$ cat src/rtl/bsg_cache_amo_seq.sv
// bsg_cache_amo_seq: one-at-a-time AMO read-modify-write sequencer over a shared data-array port
package bsg_cache_pkg;
   typedef enum logic [5:0] {
      LB        = 6'b000000, LH        = 6'b000001, LW        = 6'b000010, LD        = 6'b000011,
      SB        = 6'b001000, SH        = 6'b001001, SW        = 6'b001010, SD        = 6'b001011,
      AMOSWAP_W = 6'b100000, AMOADD_W  = 6'b100001, AMOXOR_W  = 6'b100010, AMOAND_W  = 6'b100011,
      AMOOR_W   = 6'b100100, AMOMIN_W  = 6'b100101, AMOMAX_W  = 6'b100110, AMOMINU_W = 6'b100111,
      AMOMAXU_W = 6'b101000,
      AMOSWAP_D = 6'b110000, AMOADD_D  = 6'b110001, AMOXOR_D  = 6'b110010, AMOAND_D  = 6'b110011,
      AMOOR_D   = 6'b110100, AMOMIN_D  = 6'b110101, AMOMAX_D  = 6'b110110, AMOMINU_D = 6'b110111,
      AMOMAXU_D = 6'b111000
   } bsg_cache_opcode_e;
   typedef enum logic [3:0] {
      e_amo_swap, e_amo_add, e_amo_xor, e_amo_and, e_amo_or,
      e_amo_min, e_amo_max, e_amo_minu, e_amo_maxu
   } bsg_cache_amo_subop_e;
   typedef struct packed {
      logic                 atomic_op;
      logic                 double_op;
      bsg_cache_amo_subop_e amo_subop;
   } bsg_cache_decode_s;
endpackage

module bsg_cache_decode
   import bsg_cache_pkg::*;
(
   input  bsg_cache_opcode_e opcode_i,
   output bsg_cache_decode_s decode_o
);
   always_comb begin
      decode_o.atomic_op = opcode_i[5] && (opcode_i[3:0] <= 4'd8);
      decode_o.double_op = opcode_i[4];
      decode_o.amo_subop = bsg_cache_amo_subop_e'(opcode_i[3:0]);
   end
endmodule

module bsg_cache_amo_seq
   import bsg_cache_pkg::*;
#(
   parameter int addr_width_p = 32,
   parameter int data_width_p = 64
) (
   input logic                clk_i,
   input logic                reset_i,
   bsg_cache_amo_seq_if.slave bus
);
   typedef enum logic [2:0] {IDLE, RD_REQ, RD_WAIT, WR_REQ, RESP} state_e;
   state_e                  state_r, state_n;
   bsg_cache_decode_s       dec_li, dec_r;
   logic [addr_width_p-4:0] addr_r;
   logic                    lane_r;
   logic [31:0]             old_w;
   logic [63:0]             data_r, old_r, a, b, new_val;
   logic                    accept;

   bsg_cache_decode dec (.opcode_i(bsg_cache_opcode_e'(bus.opcode)), .decode_o(dec_li));

   assign accept = bus.v & bus.ready;
   assign old_w  = lane_r ? old_r[63:32] : old_r[31:0];
   // W ops are widened by sign extension so one 64-bit datapath serves both sizes
   assign a      = dec_r.double_op ? old_r : {{32{old_w[31]}}, old_w};
   assign b      = dec_r.double_op ? data_r : {{32{data_r[31]}}, data_r[31:0]};

   always_ff @(posedge clk_i)
      state_r <= reset_i ? IDLE : state_n;

   always_ff @(posedge clk_i) begin
      if (reset_i) begin
         dec_r  <= '0;
         addr_r <= '0;
         lane_r <= 1'b0;
         data_r <= '0;
         old_r  <= '0;
      end else if (accept) begin
         dec_r  <= dec_li;
         addr_r <= bus.addr[addr_width_p-1:3];
         lane_r <= bus.addr[2];
         data_r <= bus.data;
         old_r  <= '0;
      end else if (state_r == RD_WAIT)
         old_r <= bus.mem_rdata;
   end

   always_comb begin
      state_n = state_r;
      case (state_r)
         IDLE:    state_n = accept ? (dec_li.atomic_op ? RD_REQ : RESP) : IDLE;
         RD_REQ:  state_n = bus.mem_yumi ? RD_WAIT : RD_REQ;
         RD_WAIT: state_n = WR_REQ;
         WR_REQ:  state_n = bus.mem_yumi ? RESP : WR_REQ;
         RESP:    state_n = bus.resp_yumi ? IDLE : RESP;
         default: state_n = IDLE;
      endcase
   end

   // sign-extended operands make the unsigned compares order W values correctly too
   always_comb begin
      new_val = a;
      case (dec_r.amo_subop)
         e_amo_swap: new_val = b;
         e_amo_add:  new_val = a + b;
         e_amo_xor:  new_val = a ^ b;
         e_amo_and:  new_val = a & b;
         e_amo_or:   new_val = a | b;
         e_amo_min:  new_val = ($signed(a) < $signed(b)) ? a : b;
         e_amo_max:  new_val = ($signed(a) > $signed(b)) ? a : b;
         e_amo_minu: new_val = (a < b) ? a : b;
         e_amo_maxu: new_val = (a > b) ? a : b;
         default:    new_val = a;
      endcase
   end

   always_comb begin
      bus.ready     = (state_r == IDLE) & ~reset_i;
      bus.mem_v     = ((state_r == RD_REQ) | (state_r == WR_REQ)) & ~reset_i;
      bus.mem_w     = (state_r == WR_REQ) & ~reset_i;
      bus.mem_addr  = {addr_r, 3'b000};
      bus.mem_wdata = dec_r.double_op ? new_val : {2{new_val[31:0]}};
      bus.mem_mask  = (state_r != WR_REQ) ? '0 : dec_r.double_op ? 8'hFF : lane_r ? 8'hF0 : 8'h0F;
      bus.resp_v    = (state_r == RESP) & ~reset_i;
      bus.resp_data = (state_r == RESP) ? a : '0;
   end
endmodule
$ cat src/rtl/bsg_cache_amo_seq_if.sv
// bsg_cache_amo_seq_if: request, data-array and response bundle of the AMO sequencer
interface bsg_cache_amo_seq_if #(
   parameter int addr_width_p = 32,
   parameter int data_width_p = 64
);
   logic                      v;
   logic                      ready;
   logic [5:0]                opcode;
   logic [addr_width_p-1:0]   addr;
   logic [data_width_p-1:0]   data;
   logic                      mem_v;
   logic                      mem_w;
   logic [addr_width_p-1:0]   mem_addr;
   logic [data_width_p-1:0]   mem_wdata;
   logic [data_width_p/8-1:0] mem_mask;
   logic                      mem_yumi;
   logic [data_width_p-1:0]   mem_rdata;
   logic                      resp_v;
   logic [data_width_p-1:0]   resp_data;
   logic                      resp_yumi;
   modport master (
      output v, opcode, addr, data, mem_yumi, mem_rdata, resp_yumi,
      input  ready, mem_v, mem_w, mem_addr, mem_wdata, mem_mask, resp_v, resp_data
   );
   modport slave (
      input  v, opcode, addr, data, mem_yumi, mem_rdata, resp_yumi,
      output ready, mem_v, mem_w, mem_addr, mem_wdata, mem_mask, resp_v, resp_data
   );
endinterface

$ cat src/flat_wrapper.sv
// flat-port wrapper written by rule: the top's interface ports become plain ports
module bsg_cache_amo_seq_flat import bsg_cache_pkg::*;
#(
   parameter int addr_width_p = 32,
   parameter int data_width_p = 64
)
  (clk_i, reset_i, bus_v, bus_opcode, bus_addr, bus_data, bus_mem_yumi, bus_mem_rdata, bus_resp_yumi, bus_ready, bus_mem_v, bus_mem_w, bus_mem_addr, bus_mem_wdata, bus_mem_mask, bus_resp_v, bus_resp_data);
  bsg_cache_amo_seq_if #(.addr_width_p(addr_width_p), .data_width_p(data_width_p)) bus_i ();
  input logic clk_i;
  input logic reset_i;
  input wire logic [$bits(bus_i.v)-1:0] bus_v;
  input wire logic [$bits(bus_i.opcode)-1:0] bus_opcode;
  input wire logic [$bits(bus_i.addr)-1:0] bus_addr;
  input wire logic [$bits(bus_i.data)-1:0] bus_data;
  input wire logic [$bits(bus_i.mem_yumi)-1:0] bus_mem_yumi;
  input wire logic [$bits(bus_i.mem_rdata)-1:0] bus_mem_rdata;
  input wire logic [$bits(bus_i.resp_yumi)-1:0] bus_resp_yumi;
  output wire logic [$bits(bus_i.ready)-1:0] bus_ready;
  output wire logic [$bits(bus_i.mem_v)-1:0] bus_mem_v;
  output wire logic [$bits(bus_i.mem_w)-1:0] bus_mem_w;
  output wire logic [$bits(bus_i.mem_addr)-1:0] bus_mem_addr;
  output wire logic [$bits(bus_i.mem_wdata)-1:0] bus_mem_wdata;
  output wire logic [$bits(bus_i.mem_mask)-1:0] bus_mem_mask;
  output wire logic [$bits(bus_i.resp_v)-1:0] bus_resp_v;
  output wire logic [$bits(bus_i.resp_data)-1:0] bus_resp_data;
  assign bus_i.v = bus_v;
  assign bus_i.opcode = bus_opcode;
  assign bus_i.addr = bus_addr;
  assign bus_i.data = bus_data;
  assign bus_i.mem_yumi = bus_mem_yumi;
  assign bus_i.mem_rdata = bus_mem_rdata;
  assign bus_i.resp_yumi = bus_resp_yumi;
  assign bus_ready = bus_i.ready;
  assign bus_mem_v = bus_i.mem_v;
  assign bus_mem_w = bus_i.mem_w;
  assign bus_mem_addr = bus_i.mem_addr;
  assign bus_mem_wdata = bus_i.mem_wdata;
  assign bus_mem_mask = bus_i.mem_mask;
  assign bus_resp_v = bus_i.resp_v;
  assign bus_resp_data = bus_i.resp_data;
  bsg_cache_amo_seq #(.addr_width_p(addr_width_p), .data_width_p(data_width_p)) u_core (.clk_i(clk_i), .reset_i(reset_i), .bus(bus_i));
endmodule
$ cat config.mk
export PLATFORM = sky130hd
export DESIGN_NAME = bsg_cache_amo_seq_flat
export DESIGN_NICKNAME = d
export VERILOG_FILES = /design/src/rtl/bsg_cache_amo_seq.sv /design/src/rtl/bsg_cache_amo_seq_if.sv /design/src/flat_wrapper.sv
export SDC_FILE = /design/constraint.sdc
export NUM_CORES = 1
export LEC_CHECK = 0
export CELL_PAD_IN_SITES_DETAIL_PLACEMENT = 1
export CELL_PAD_IN_SITES_GLOBAL_PLACEMENT = 1
export CORE_ASPECT_RATIO = 0.7
export CORE_MARGIN = 4
export CORE_UTILIZATION = 37
export CTS_BUF_LIST = sky130_fd_sc_hd__clkbuf_16
export DETAILED_ROUTE_END_ITERATION = 8
export PLACE_DENSITY_LB_ADDON = 0.12
export SYNTH_ARGS = -nofsm -noshare
export SYNTH_HDL_FRONTEND = slang
export SYNTH_SLANG_ARGS = --single-unit
$ cat constraint.sdc
create_clock -name clk_i -period 7.3 [get_ports clk_i]
set_input_delay 1.825 -clock clk_i [delete_from_list [all_inputs] [get_ports clk_i]]
set_output_delay 1.825 -clock clk_i [all_outputs]
set_load 0.005 [all_outputs]
# Word-level counts from Yosys, hierarchy flattened
# Index checks and enable logic that the tools add are counted.
# totals
out_inout_bits	172
inputBits	171
elab_cells	59
register_bits	166
# op_classes
n_mux	19
add_sub_neg	1
reduce_logical	4
order_cmp	5
bitwise_logic	10
eq_ne	13
# op_table
op	count
$pmux 64 s9	1
$mux 64	8
$gt 64x64->1	2
$lt 64x64->1	2
$add 64x64->64	1
$and 64x64->64	1
$or 64x64->64	1
$xor 64x64->64	1
$mux 32	1
$mux 8	3
$eq 4x3->1 const B	4
$pmux 3 s5	1
$mux 3	4
$eq 4x2->1 const B	2
$eq 3x2->1 const B	2
$and 1x1->1	5
$eq 4x1->1 const B	1
$eq 4x4->1 const B	1
$le 4x4->1 const B	1
$logic_not 4->1	1
$eq 3x1->1 const B	1
$eq 3x3->1 const B	1
$logic_not 3->1	1
$ne 3x2->1 const B	1
5 further kinds	5

# Longest topological paths before layout
# Gate-level depths: netlist of the first run.
# depth
word_depth	6
depth_mapped	21
depth_no_buf	16

# Hierarchy
# Synthesis of the first run repeated with hierarchy kept, for this count alone.
# unflattened
cells_unflattened	2399
area_unflattened_um2	16714.8
# modules_own_cells
module	seq_area_each_um2	n_inst	area_per_inst_um2	cells_each
bsg_cache_amo_seq	3323.2	1	16663.5	2392
bsg_cache_decode	0.0	1	51.3	7

# Worst setup path after synthesis of the first run
# Ideal clock, no wire load.
# synth_timing
path_kind	reg2out
from	reg u_core.dec_r[4] (netlist name)
to	out bus_mem_wdata[33]
t_arrival_ns	4.993
stages_incl_launch_ff	20
setup_slack_ns	0.482
path_buffers	6
required_ns	5.475
cell_sequence	dfxtp_1 > clkbuf_1 > clkbuf_1 > clkbuf_1 > a21oi_1 > inv_1 > ha_1 > buf_6 > or4_4 > or4b_4 > or3_4 > o21ai_2 > nor2_1 > mux2i_1 > a211oi_1 > nor2b_1 > clkbuf_1 > buf_2 > nor2_1 > o32a_1
# synth_via
elab_chain_cells	5
elab_cells_between_ends	16
classes_between	add/sub (1); order compare (4); mux (8); bitwise (3)
# synth_lines
item	line_no	rtl
from (decl)	bsg_cache_amo_seq.sv:49	bsg_cache_decode_s dec_li, dec_r;
from (signal assigned)	bsg_cache_amo_seq.sv:75	dec_r <= dec_li;
$mux 64, on equally long branches	bsg_cache_amo_seq.sv:61, bsg_cache_amo_seq.sv:62	
$gt 64x64->1, or another cell as far along	bsg_cache_amo_seq.sv:108	e_amo_maxu: new_val = (a > b) ? a : b;
$mux 64, on equally long branches	-	
$pmux 64 s9	bsg_cache_amo_seq.sv:99	case (dec_r.amo_subop)
$mux 64 *	bsg_cache_amo_seq.sv:118	bus.mem_wdata = dec_r.double_op ? new_val : {2{new_val[31:0]}};
to (decl)	flat_wrapper.sv:22	output wire logic [$bits(bus_i.mem_wdata)-1:0] bus_mem_wdata;
# Mark *: on every way between the ends. The rest lies on a longest branch, timed or not.

# Worst setup path in the final report of the first run
# layout_timing
from	reg u_core.lane_r
to	out bus_mem_wdata[42]
# layout_via
elab_chain_cells	6
elab_cells_between_ends	16
classes_between	add/sub (1); order compare (4); mux (8); bitwise (3)
# layout_lines
item	line_no	rtl
from (decl)	bsg_cache_amo_seq.sv:51	logic lane_r;
from (signal assigned)	bsg_cache_amo_seq.sv:77	lane_r <= bus.addr[2];
$mux 32 *	bsg_cache_amo_seq.sv:59	assign old_w = lane_r ? old_r[63:32] : old_r[31:0];
$mux 64 *	bsg_cache_amo_seq.sv:61	assign a = dec_r.double_op ? old_r : {{32{old_w[31]}}, old_w};
$gt 64x64->1, or another cell as far along	bsg_cache_amo_seq.sv:108	
$mux 64, on equally long branches	-	
$pmux 64 s9 *	bsg_cache_amo_seq.sv:99	
$mux 64 *	bsg_cache_amo_seq.sv:118	
# Marked as above.

==> out/metrics.cfg, run 1 <==
[sta]
max_freq_ghz = 0.130
finalCritPeriodShare_pct = 105
finalHoldViolCount = 0
rsz0062_at_grt = yes
timing.final.crit_period_ps = 7700
fin_setup_tns_ps = -11480
skew_ps = 13.5
finalMaxSlewViolations = 0
tightest_slew_ps = 1290
timing.final.ws_setup_ps = -396
setup_violations = 56
slew_headroom_pct = 14.0

[drt]
viasPerCell = 6.14
met3_length_mm = 13.5
dr.pass1.iters = 6
dr.first_iter.drc_count = 2946
wl_met2_mm = 43.6
postRouteAntennaNets = 0
drc_errors = 0
wl_per_cell_microns = 28.7
m1WireLength_mm = 43.6
top_layer = met5
vias = 22500
finalWirelength_mm = 105

[finish]
multiInputGateArea_sq_um = 12600
drive_gt1_share_pct = 26.6
layout.area.seq_sq_um = 3330
final_cell_mix = 479 x buf_4, 405 x nand2_1, 319 x a21oi_1, 272 x clkdlybuf4s50_1, 186 x ha_1
fin_nets = 3425
fill_cells = 5231
synthToLayoutAreaGrowth_pct = 58.8
antennaDiodeCount = 0
mostFrequentLayoutCell = buf_4

[critical_path]
critPathLaunch = u_core.lane_r
critical_path_depth = 24
critical_path.top_delay_family = buffers and inverters
path_cells = mux2i_4 -> nor2_4 -> buf_12 -> buf_12 -> a21oi_1 -> buf_4 -> inv_1 -> ha_1 -> nor2_1 -> or4b_4 -> buf_6 -> or3_4 -> o21ai_4 -> nor2_2 -> mux2i_1 -> buf_4 -> a2111o_1 -> buf_6 -> buf_12 -> buf_4 -> buf_4 -> and2_1 -> o32a_1 -> buf_2
crit_top_cell = buf_4
critPathKind = register to primary output
reg2reg_slack_ps = 4660
worstPathArrival_ps = 5870
r2r_end = u_core.old_r[44]
rr_worst_depth = 4
cp_slowest_cell = or4b_4
cp-end-kind = primary output
start_kind = register
critPathRequiredTime_ps = 5480
worst-path-max-fanout = 12
reg2reg_from = u_core.state_r[2]
crit_end = bus_mem_wdata[42]
critical-path-max-stage-delay_ps = 530
path_buf_inv = 11

[power_and_ir_drop]
power.total_uw = 3420
irDropWorstVdd_mv = 0.181
p_per_area_nw_per_um2 = 133
power_leakage_uw = 0.0113

[synth]
ys_warn_count = 0
synth-main-ff-cell = dfxtp_1
synth_area_leaders = dfxtp_1 21%, ha_1 15%, a21oi_1 11%
synth_area_sq_um = 16200
synthCells = 2346
avgSynthCellArea_sq_um = 6.91
yosys.cell_types.count = 81
yosysTopAreaCell = dfxtp_1
ys_ff_latch = 166
synth_edf_count = 0
async_flop_share_pct = 0
ys_seq_area_share_pct = 20.5
yosys.area.top_type_share_pct = 20.5

[global_routing]
gr-total-overflow = 0
globalRouteTotalUtil_pct = 41.5
grt_start_max_net_pins = 71
grt_pass1_wl_mm = 149
grt_pass1_vias = 22700
antenna_found_initial = 4

[cts]
htree_levels = 4
ctsHoldBuffers = 0
cts_buffers = 17
cts_tree = yes
cts_sinks = 166
clock_latency_ps = 490
cts-root-buf = clkbuf_16
path_clk_slew_ps = 80
clock_path_buffers = 2

[die]
die_w_microns = 258
pin_count = 343
placement_rows = 63
core_area_sq_um = 42800
start_util_pct = 37.9
die-area_sq_um = 47300
die_h_microns = 183

[outcome]
status = complete, but fails checks
violations = negative setup slack

[placement]
numPortBuffers = 337
gp_congestion = 1.05
place_hpwl_mm = 77.1

[min_path]
min_from = u_core.addr_r[11]
hold_class = register to register

[job]
maxCapViolCount = 0

[worst min path at each step]
stage / to / slack (ps) / cells after the start
6_report: u_core.addr_r[11] / 460 / 2
5_1_grt: u_core.data_r[49] / 470 / 2
4_1_cts: u_core.old_r[20] / 460 / 2
3_5_place_dp: u_core.addr_r[11] / 450 / 2
3_3_place_gp: u_core.addr_r[28] / 440 / 2
2_1_floorplan: u_core.old_r[0] / 440 / 2
[state kept, by name (all words and copies together), names as in the netlist]
name            flops
u_core.dec_r        5
u_core.state_r      3
u_core.addr_r      29
u_core.old_r       64
u_core.data_r      64
u_core.lane_r       1
[per-layer routing]
layer	vias to the layer above	global-route usage [%]
li1	9660	-
met1	11000	57.0
met2	1469	62.1
met3	285	13.3
met4	4	13.4
met5	-	0
[where the power goes]
| group | internal [uW] | switching [uW] |
|---|---|---|
| logic | 628 | 793 |
| clock network | 521 | 482 |
| registers | 945 | 52.4 |
[repair_timing]
item | in CTS | in global routing
endpoints found under the setup margin | 64 | 64
gates resized for setup | 437 | 73
cloned | 1 | 1
endpoints found under the hold margin | 0 | 0
buffers inserted | 52 | 16
pin swaps | 63 | 24
[through the flow]
step	std cells	instance area, sq um	worst slack (ps)	utilization [%]	hold WS [ps]
2_1_floorplan	2348	16200	482	-	436
3_3_place_gp	3567	23400	-544	54.8	440
3_5_place_dp	3567	23400	-495	54.8	450
4_1_cts	3646	25300	-308	59.1	458
5_1_grt	3659	25700	-530	60.1	470
6_report	3659	25700	-396	60.1	457
[kinds of logic after synthesis]
| family | count (synthesis) | synth area share, % |
|---|---|---|
| AO/OA/AOI/OAI | 786 | 30.9 |
| other | 1 | 0.0231 |
| flip-flops | 166 | 20.5 |
| adder cells (fa/ha/maj) | 193 | 15.0 |
| multiplexers | 42 | 2.59 |
| AND/OR/NAND/NOR | 769 | 20.6 |
| buffers and inverters | 355 | 8.54 |
| XOR/XNOR | 34 | 1.84 |
[worst reg2reg max path: cells and delay by family, from the launching register on]
family / cells / cell delay [ps]
compound gates: 1 / 230
flops: 1 / 460
simple gates: 3 / 1880
[synth_stat cells, drive strengths merged (11+ instances only)]
cell,count
a211oi,16
a21o,50
a21oi,350
a221o,16
a221oi,45
a22oi,20
a31oi,19
and3,15
buf,31
clkbuf,161
dfxtp,166
ha,192
inv,162
mux2i,42
nand2,410
nand3,24
nand4,18
nor2,177
nor2b,16
nor3,37
nor4,23
o211ai,11
o21a,14
o21ai,97
o21bai,18
o221ai,30
o31ai,16
or3,13
xnor2,20
xor2,14
[area by class of cell]
| type | count | share of cell area [%] |
|---|---|---|
| clock buffer | 17 | 1.65 |
| sequential | 166 | 12.9 |
| inverter | 163 | 2.38 |
| timing repair buffer | 886 | 30.4 |
| tap | 585 | 2.84 |
| multi-input combinational | 1827 | 49.0 |
| clock inverter | 15 | 0.725 |
(Power assumes the default switching activity.)
==> run 2: changes to the inputs <==
--- a/config.mk
+++ b/config.mk
@@ -9,7 +9,7 @@
 export CELL_PAD_IN_SITES_GLOBAL_PLACEMENT = 1
 export CORE_ASPECT_RATIO = 0.7
 export CORE_MARGIN = 4
-export CORE_UTILIZATION = 37
+export CORE_UTILIZATION = 40
 export CTS_BUF_LIST = sky130_fd_sc_hd__clkbuf_16
 export DETAILED_ROUTE_END_ITERATION = 8
 export PLACE_DENSITY_LB_ADDON = 0.12
==> constraint.sdc (replaced) <==
create_clock -name clk_i -period 9.8 [get_ports clk_i]
set_input_delay 2.45 -clock clk_i [delete_from_list [all_inputs] [get_ports clk_i]]
set_output_delay 2.45 -clock clk_i [all_outputs]
set_load 0.005 [all_outputs]
==> run 2 against run 1 <==
  * The run now ends clean
  * Core utilization shrank 7.2 points
  * Die area down 7.2%
  * Worst hold slack worse by 0.93 ps
  * Combinational power decreased by 47%
  * Sequential power down 26%
  * Clock skew up 8.0 ps
  * Clock-buffer cell count is the same
  * Power decreased by 36%
  * Non-clock buffer count down 432
  * Largest power group unchanged
==> out/metrics.cfg, run 2 (synthesis gave the netlist of run 1 again) <==
[sta]
finalCritPeriodShare_pct = 96.3
timing.final.crit_period_ps = 9440
max_freq_ghz = 0.106
rsz0062_at_grt = no  ; was yes
fin_setup_tns_ps = 0  ; was -11,480 ps
slew_headroom_pct = 13.6  ; was 14.0%
tightest_slew_ps = 1300  ; was 1290 ps
finalMaxSlewViolations = 0  ; unchanged
setup_violations = 0  ; was 56
skew_ps = 21.6  ; was 13.5 ps
whs_ps = 456  ; was 457 ps
finalHoldViolCount = 0  ; unchanged

[cts]
cts_setup_buffers = 0  ; was 52
cts_tree = yes  ; unchanged
post_cts_resized = 0  ; was 437
htree_levels = 4  ; unchanged
clock_path_buffers = 2  ; unchanged
path_clk_slew_ps = 70  ; was 80 ps
cts_sinks = 166  ; unchanged
clock_latency_ps = 470  ; was 490 ps
cts-root-buf = clkbuf_16  ; unchanged
cts_buffers = 17  ; unchanged
ctsHoldBuffers = 0  ; unchanged

[critical_path]
r2r_end = u_core.old_r[12]  ; was u_core.old_r[44]
start_kind = register  ; unchanged
worstPathArrival_ps = 6990  ; was 5870 ps
critPathLaunch = u_core.lane_r  ; unchanged
critPathKind = register to primary output  ; unchanged
cp-end-kind = primary output  ; unchanged
crit_end = bus_mem_wdata[57]  ; was bus_mem_wdata[42]
critPathRequiredTime_ps = 7350  ; was 5480 ps
reg2reg_slack_ps = 7340  ; was 4660 ps
rr_worst_depth = 4  ; unchanged
reg2reg_from = u_core.state_r[2]  ; unchanged
worst-path-max-fanout = 17  ; was 12

[placement]
gp_congestion = 1.03  ; was 1.05
numPortBuffers = 337  ; unchanged
place_hpwl_mm = 64.2  ; was 77.1 mm
dpl.cell_count = 3145  ; was 3,567

[finish]
fill_cells = 5028  ; was 5,231
antennaDiodeCount = 0  ; unchanged
fin_cells = 3177  ; was 3,659
fin_nets = 2993  ; was 3,425
top_regs = u_core.data_r (64), u_core.old_r (64), u_core.addr_r (29)  ; unchanged
mostFrequentLayoutCell = nand2_1  ; was buf_4
drive_gt1_share_pct = 7.00  ; was 26.6%
final_cell_mix = 408 x nand2_1, 348 x a21oi_1, 336 x clkdlybuf4s50_1, 192 x ha_1, 173 x nor2_1  ; was 479 x buf_4, 405 x nand2_1, 319 x a21oi_1, 272 x clkdlybuf4s50_1, 186 x ha_1
synthToLayoutAreaGrowth_pct = 30.1  ; was 58.8%

[die]
die-area_sq_um = 43800  ; was 47,300 sq um
core_area_sq_um = 39800  ; was 42,800 sq um
die_w_microns = 249  ; was 258 microns
start_util_pct = 40.7  ; was 37.9%
die_h_microns = 176  ; was 183 microns
pin_count = 343  ; unchanged
placement_rows = 61  ; was 63

[job]
maxCapViolCount = 0  ; unchanged

[global_routing]
gr-total-overflow = 0  ; unchanged
grt_pass1_vias = 19300  ; was 22,700
globalRouteTotalUtil_pct = 36.4  ; was 41.5%
antenna_found_initial = 4  ; unchanged
grt_start_max_net_pins = 98  ; was 71
grt_pass1_wl_mm = 122  ; was 149 mm

[power_and_ir_drop]
irDropWorstVdd_mv = 0.116  ; was 0.181 mV
pwr-share-clk_pct = 31.8  ; was 29.3%
p_per_area_nw_per_um2 = 104  ; was 133 nW/um^2
p_int_uw = 1370  ; was 2090 uW
power_leakage_uw = 0.00864  ; was 0.0113 uW
p_sw_share_pct = 37.8  ; was 38.8%
p_seq_share_pct = 33.7  ; was 29.2%
power_switching_uw = 831  ; was 1330 uW
pwr-share-comb_pct = 34.5  ; was 41.5%

[drt]
met3_length_mm = 10.3  ; was 13.5 mm
top_layer = met5  ; unchanged
dr.first_iter.drc_count = 2142  ; was 2,946
postRouteAntennaNets = 0  ; unchanged
wl_per_cell_microns = 26.4  ; was 28.7 microns
wl_met2_mm = 34.0  ; was 43.6 mm
finalWirelength_mm = 83.8  ; was 105 mm
m1WireLength_mm = 37.6  ; was 43.6 mm
viasPerCell = 6.16  ; was 6.14
dr.pass1.iters = 6  ; unchanged
vias = 19600  ; was 22,500
drc_errors = 0  ; unchanged

[min_path]
hold_class = register to register  ; unchanged

[outcome]
status = finished clean  ; was complete, but fails checks

==> run 2: changes by cell type in the layout (fill, tap and decap cells not counted), sizes merged <==
cell	delta
clkinvlp	-2
dlygate4sd2	-4
clkdlybuf4s50	+64
clkdlybuf4s15	-1
bufinv	-1
clkbuf	-2
inv	+3
buf	-486
dlymetal6s2s	-3
==> run 2: worst min path at each step <==
stage | startpoint | endpoint | slack (ps) | cells after the start
finish | u_core.addr_r[24] | u_core.addr_r[24] | 460 | 2
floorplan | u_core.old_r[0] | u_core.old_r[0] | 440 | 2
global placement | u_core.addr_r[1] | u_core.addr_r[1] | 440 | 2
global route | u_core.addr_r[1] | u_core.addr_r[1] | 480 | 2
detailed placement | u_core.addr_r[24] | u_core.addr_r[24] | 450 | 2
CTS | u_core.addr_r[24] | u_core.addr_r[24] | 460 | 2
==> run 2: power by group through the flow <==
stage,clock network (uW),logic (uW),registers [uW]
3_3_place_gp,0,713,752
3_5_place_dp,0,732,754
2_1_floorplan,0,370,736
4_1_cts,711,738,739
6_report,700,758,740
5_1_grt,734,800,743
==> run 2: routing by layer <==
layer	GRT usage (%)	vias to the layer above
li1	-	8799
met1	51.9	9591
met2	52.9	1036
met3	12.5	125
met4	8.20	6
met5	0	-
==> run 2: area by class of cell <==
class	instances	area (sq um)	share of cell area (%)
clock inverter	15	139	0.659
tap	535	669	3.18
multi-input combinational	1827	11600	54.9
inverter	163	612	2.90
sequential	166	3330	15.8
clock buffer	17	425	2.02
timing repair buffer	454	4320	20.5
==> run 2: stage by stage <==
stage | total power (uW) | utilization, % | setup WS (ps) | cell area, sq um
after global routing | 2280 | 52.9 | 21.2 | 21100
after detailed placement | 1490 | 51.5 | 998 | 20500
final | 2200 | 52.9 | 362 | 21100
after floorplan | 1110 | - | 2360 | 16200
after global placement | 1470 | 51.5 | 1070 | 20500
after CTS | 2190 | 52.9 | 423 | 21100
==> run 2: critical path, stage by stage (launching register included) <==
cell and delay [ps]:
dfxtp_1 590, mux2i_1 270, nor2_2 160, buf_4 240
a21oi_1 510, inv_1 190, ha_1 530, inv_1 150
a221oi_1 310, nor2_1 70, o31ai_1 420, nand4b_1 370
nor2_1 490, xnor2_1 210, buf_4 200, a211oi_2 330
buf_12 220, nor2_1 70, a2111o_1 460, o22a_1 240
clkdlybuf4s50_1 480
==> run 3: changes to the inputs <==
--- a/config.mk
+++ b/config.mk
@@ -11,7 +11,9 @@
 export CORE_MARGIN = 4
 export CORE_UTILIZATION = 40
 export CTS_BUF_LIST = sky130_fd_sc_hd__clkbuf_16
+export CTS_CLUSTER_SIZE = 16
 export DETAILED_ROUTE_END_ITERATION = 8
+export GPL_ROUTABILITY_DRIVEN = 0
 export PLACE_DENSITY_LB_ADDON = 0.12
 export SYNTH_ARGS = -nofsm -noshare
 export SYNTH_HDL_FRONTEND = slang
==> run 3 against run 2 <==
  * Global-route usage fell by 2.2 points
  * Register-to-register slack worse by 490 ps
  * Sequential share of layout area up 0.18 points
  * Highest routed layer is now met4
==> out/metrics.cfg, run 3 (synthesis gave the netlist of run 1 again) <==
[outcome]
status = finished clean  ; unchanged

[global_routing]
grt_start_max_net_pins = 100  ; was 98
globalRouteTotalUtil_pct = 34.2  ; was 36.4%
gr-total-overflow = 0  ; unchanged
antenna_found_initial = 1  ; was 4
grt_pass1_vias = 19200  ; was 19,300
grt_pass1_wl_mm = 117  ; was 122 mm

[finish]
fin_nets = 2966  ; was 2,993
fin_util_pct = 52.3  ; was 52.9%
top_regs = u_core.data_r (64), u_core.old_r (64), u_core.addr_r (29)  ; unchanged
synthToLayoutAreaGrowth_pct = 28.6  ; was 30.1%
drive_gt1_share_pct = 6.00  ; was 7.00%
mostFrequentLayoutCell = nand2_1  ; unchanged
final_cell_mix = 408 x nand2_1, 349 x a21oi_1, 336 x clkdlybuf4s50_1, 192 x ha_1, 173 x nor2_1  ; was 408 x nand2_1, 348 x a21oi_1, 336 x clkdlybuf4s50_1, 192 x ha_1, 173 x nor2_1
final_area_sq_um = 20800  ; was 21,100 sq um
antennaDiodeCount = 0  ; unchanged
fill_cells = 5088  ; was 5,028

[critical_path]
worstPathArrival_ps = 7180  ; was 6990 ps
critPathRequiredTime_ps = 7350  ; about the same
start_kind = register  ; unchanged
cp-end-kind = primary output  ; unchanged
worst-path-max-fanout = 30  ; was 17
critPathKind = register to primary output  ; unchanged

[cts]
cts_sinks = 166  ; unchanged
htree_levels = 4  ; unchanged
clock_path_buffers = 2  ; unchanged
cts_setup_buffers = 0  ; unchanged
cts_tree = yes  ; unchanged
clock_latency_ps = 460  ; was 470 ps
cts_buffers = 17  ; unchanged
path_clk_slew_ps = 70  ; about the same
cts-root-buf = clkbuf_16  ; unchanged

[die]
core_area_sq_um = 39800  ; unchanged
die_h_microns = 176  ; unchanged
pin_count = 343  ; unchanged
die-area_sq_um = 43800  ; unchanged
start_util_pct = 40.7  ; unchanged
placement_rows = 61  ; unchanged
die_w_microns = 249  ; unchanged

[placement]
place_hpwl_mm = 60.0  ; was 64.2 mm
dpl_cell_area_sq_um = 20300  ; was 20,500 sq um
numPortBuffers = 337  ; unchanged

[drt]
drc_errors = 0  ; unchanged
finalWirelength_mm = 78.3  ; was 83.8 mm
dr.first_iter.drc_count = 1956  ; was 2,142
viasPerCell = 6.08  ; was 6.16
dr.pass1.iters = 6  ; unchanged
wl_per_cell_microns = 24.9  ; was 26.4 microns
vias = 19100  ; was 19,600
postRouteAntennaNets = 0  ; unchanged

[sta]
setup_violations = 0  ; unchanged
tightest_slew_ps = 1020  ; was 1300 ps
max_freq_ghz = 0.104  ; was 0.106 GHz
skew_ps = 9.78  ; was 21.6 ps
slew_headroom_pct = 32.2  ; was 13.6%
timing.final.crit_period_ps = 9630  ; was 9440 ps
finalCritPeriodShare_pct = 98.3  ; was 96.3%
finalMaxSlewViolations = 0  ; unchanged
finalHoldViolCount = 0  ; unchanged

[power_and_ir_drop]
power_leakage_uw = 0.00849  ; was 0.00864 uW
irDropWorstVdd_mv = 0.132  ; was 0.116 mV
p_per_area_nw_per_um2 = 103  ; was 104 nW/um^2

[job]
maxCapViolCount = 0  ; unchanged

[min_path]
hold_class = register to register  ; unchanged

==> run 3: cell types whose count changed in the layout (fill, tap and decap cells not counted), moves of 2 or more <==
cell	delta
buf_12	-3
buf_4	-25
clkinv_2	-2
clkinv_4	+3
clkinvlp_4	+2
inv_6	-2
==> run 3: power by group <==
group	internal (uW)	leakage (uW)	switching, uW
Sequential	704	0.00135	37.1
Clock	355	0.000273	329
Combinational	293	0.00687	433
==> run 3: what timing repair did <==
action | CTS | global route
endpoints found under the hold margin | 0 | 0
resized for setup | 0 | 1
hold buffers | 0 | 0
endpoints found under the setup margin | 0 | 35
==> run 3: worst max-delay path, cell delays in order (launching register included) <==
cell and delay [ps]:
dfxtp_4 650, nor2_2 250, a21oi_1 530, inv_1 150, ha_1 420, or4_1 620
nand4b_1 510, or3_4 570, o21ai_2 370, nor2_1 250, mux2i_1 190, a211oi_1 390
nor2b_2 500, buf_4 230, o2111ai_1 220, o22a_1 340, clkdlybuf4s50_1 480
==> run 3: cell type report <==
| type | instances | area (sq um) | area share, % |
|---|---|---|---|
| tap | 535 | 669 | 3.21 |
| clock buffer | 17 | 425 | 2.04 |
| sequential | 166 | 3330 | 16.0 |
| clock inverter | 15 | 141 | 0.678 |
| timing repair buffer | 426 | 4080 | 19.6 |
| multi-input combinational | 1828 | 11600 | 55.6 |
| inverter | 163 | 612 | 2.94 |
==> run 3: worst paths after layout <==
path / depth (start not counted) / slack, ps / startpoint / endpoint
min reg2reg: 2 / 460 / u_core.addr_r[11] / u_core.addr_r[11]
max reg2reg: 7 / 6850 / u_core.state_r[1] / u_core.old_r[62]
max: 16 / 170 / u_core.dec_r[4] / bus_mem_wdata[49]
min: 2 / 460 / u_core.addr_r[11] / u_core.addr_r[11]
==> run 3: routing by layer <==
layer | vias up | track usage, % | wire (microns)
li1 | 8743 | - | -
met1 | 9331 | 48.6 | 34700
met2 | 947 | 50.5 | 32400
met3 | 117 | 10.2 | 9280
met4 | 0 | 8.97 | 1890
met5 | - | 0 | 0
==> run 3: stage by stage <==
step | worst slack, ps | TNS [ps] | power (uW) | std cells | hold WS, ps
CTS | 241 | 0 | 2140 | 3149 | 456
floorplan | 2360 | 0 | 1110 | 2348 | 436
finish | 168 | 0 | 2150 | 3150 | 456
global placement | 996 | 0 | 1440 | 3117 | 442
global route | -10.5 | -28.2 | 2240 | 3150 | 468
detailed placement | 819 | 0 | 1460 | 3117 | 446
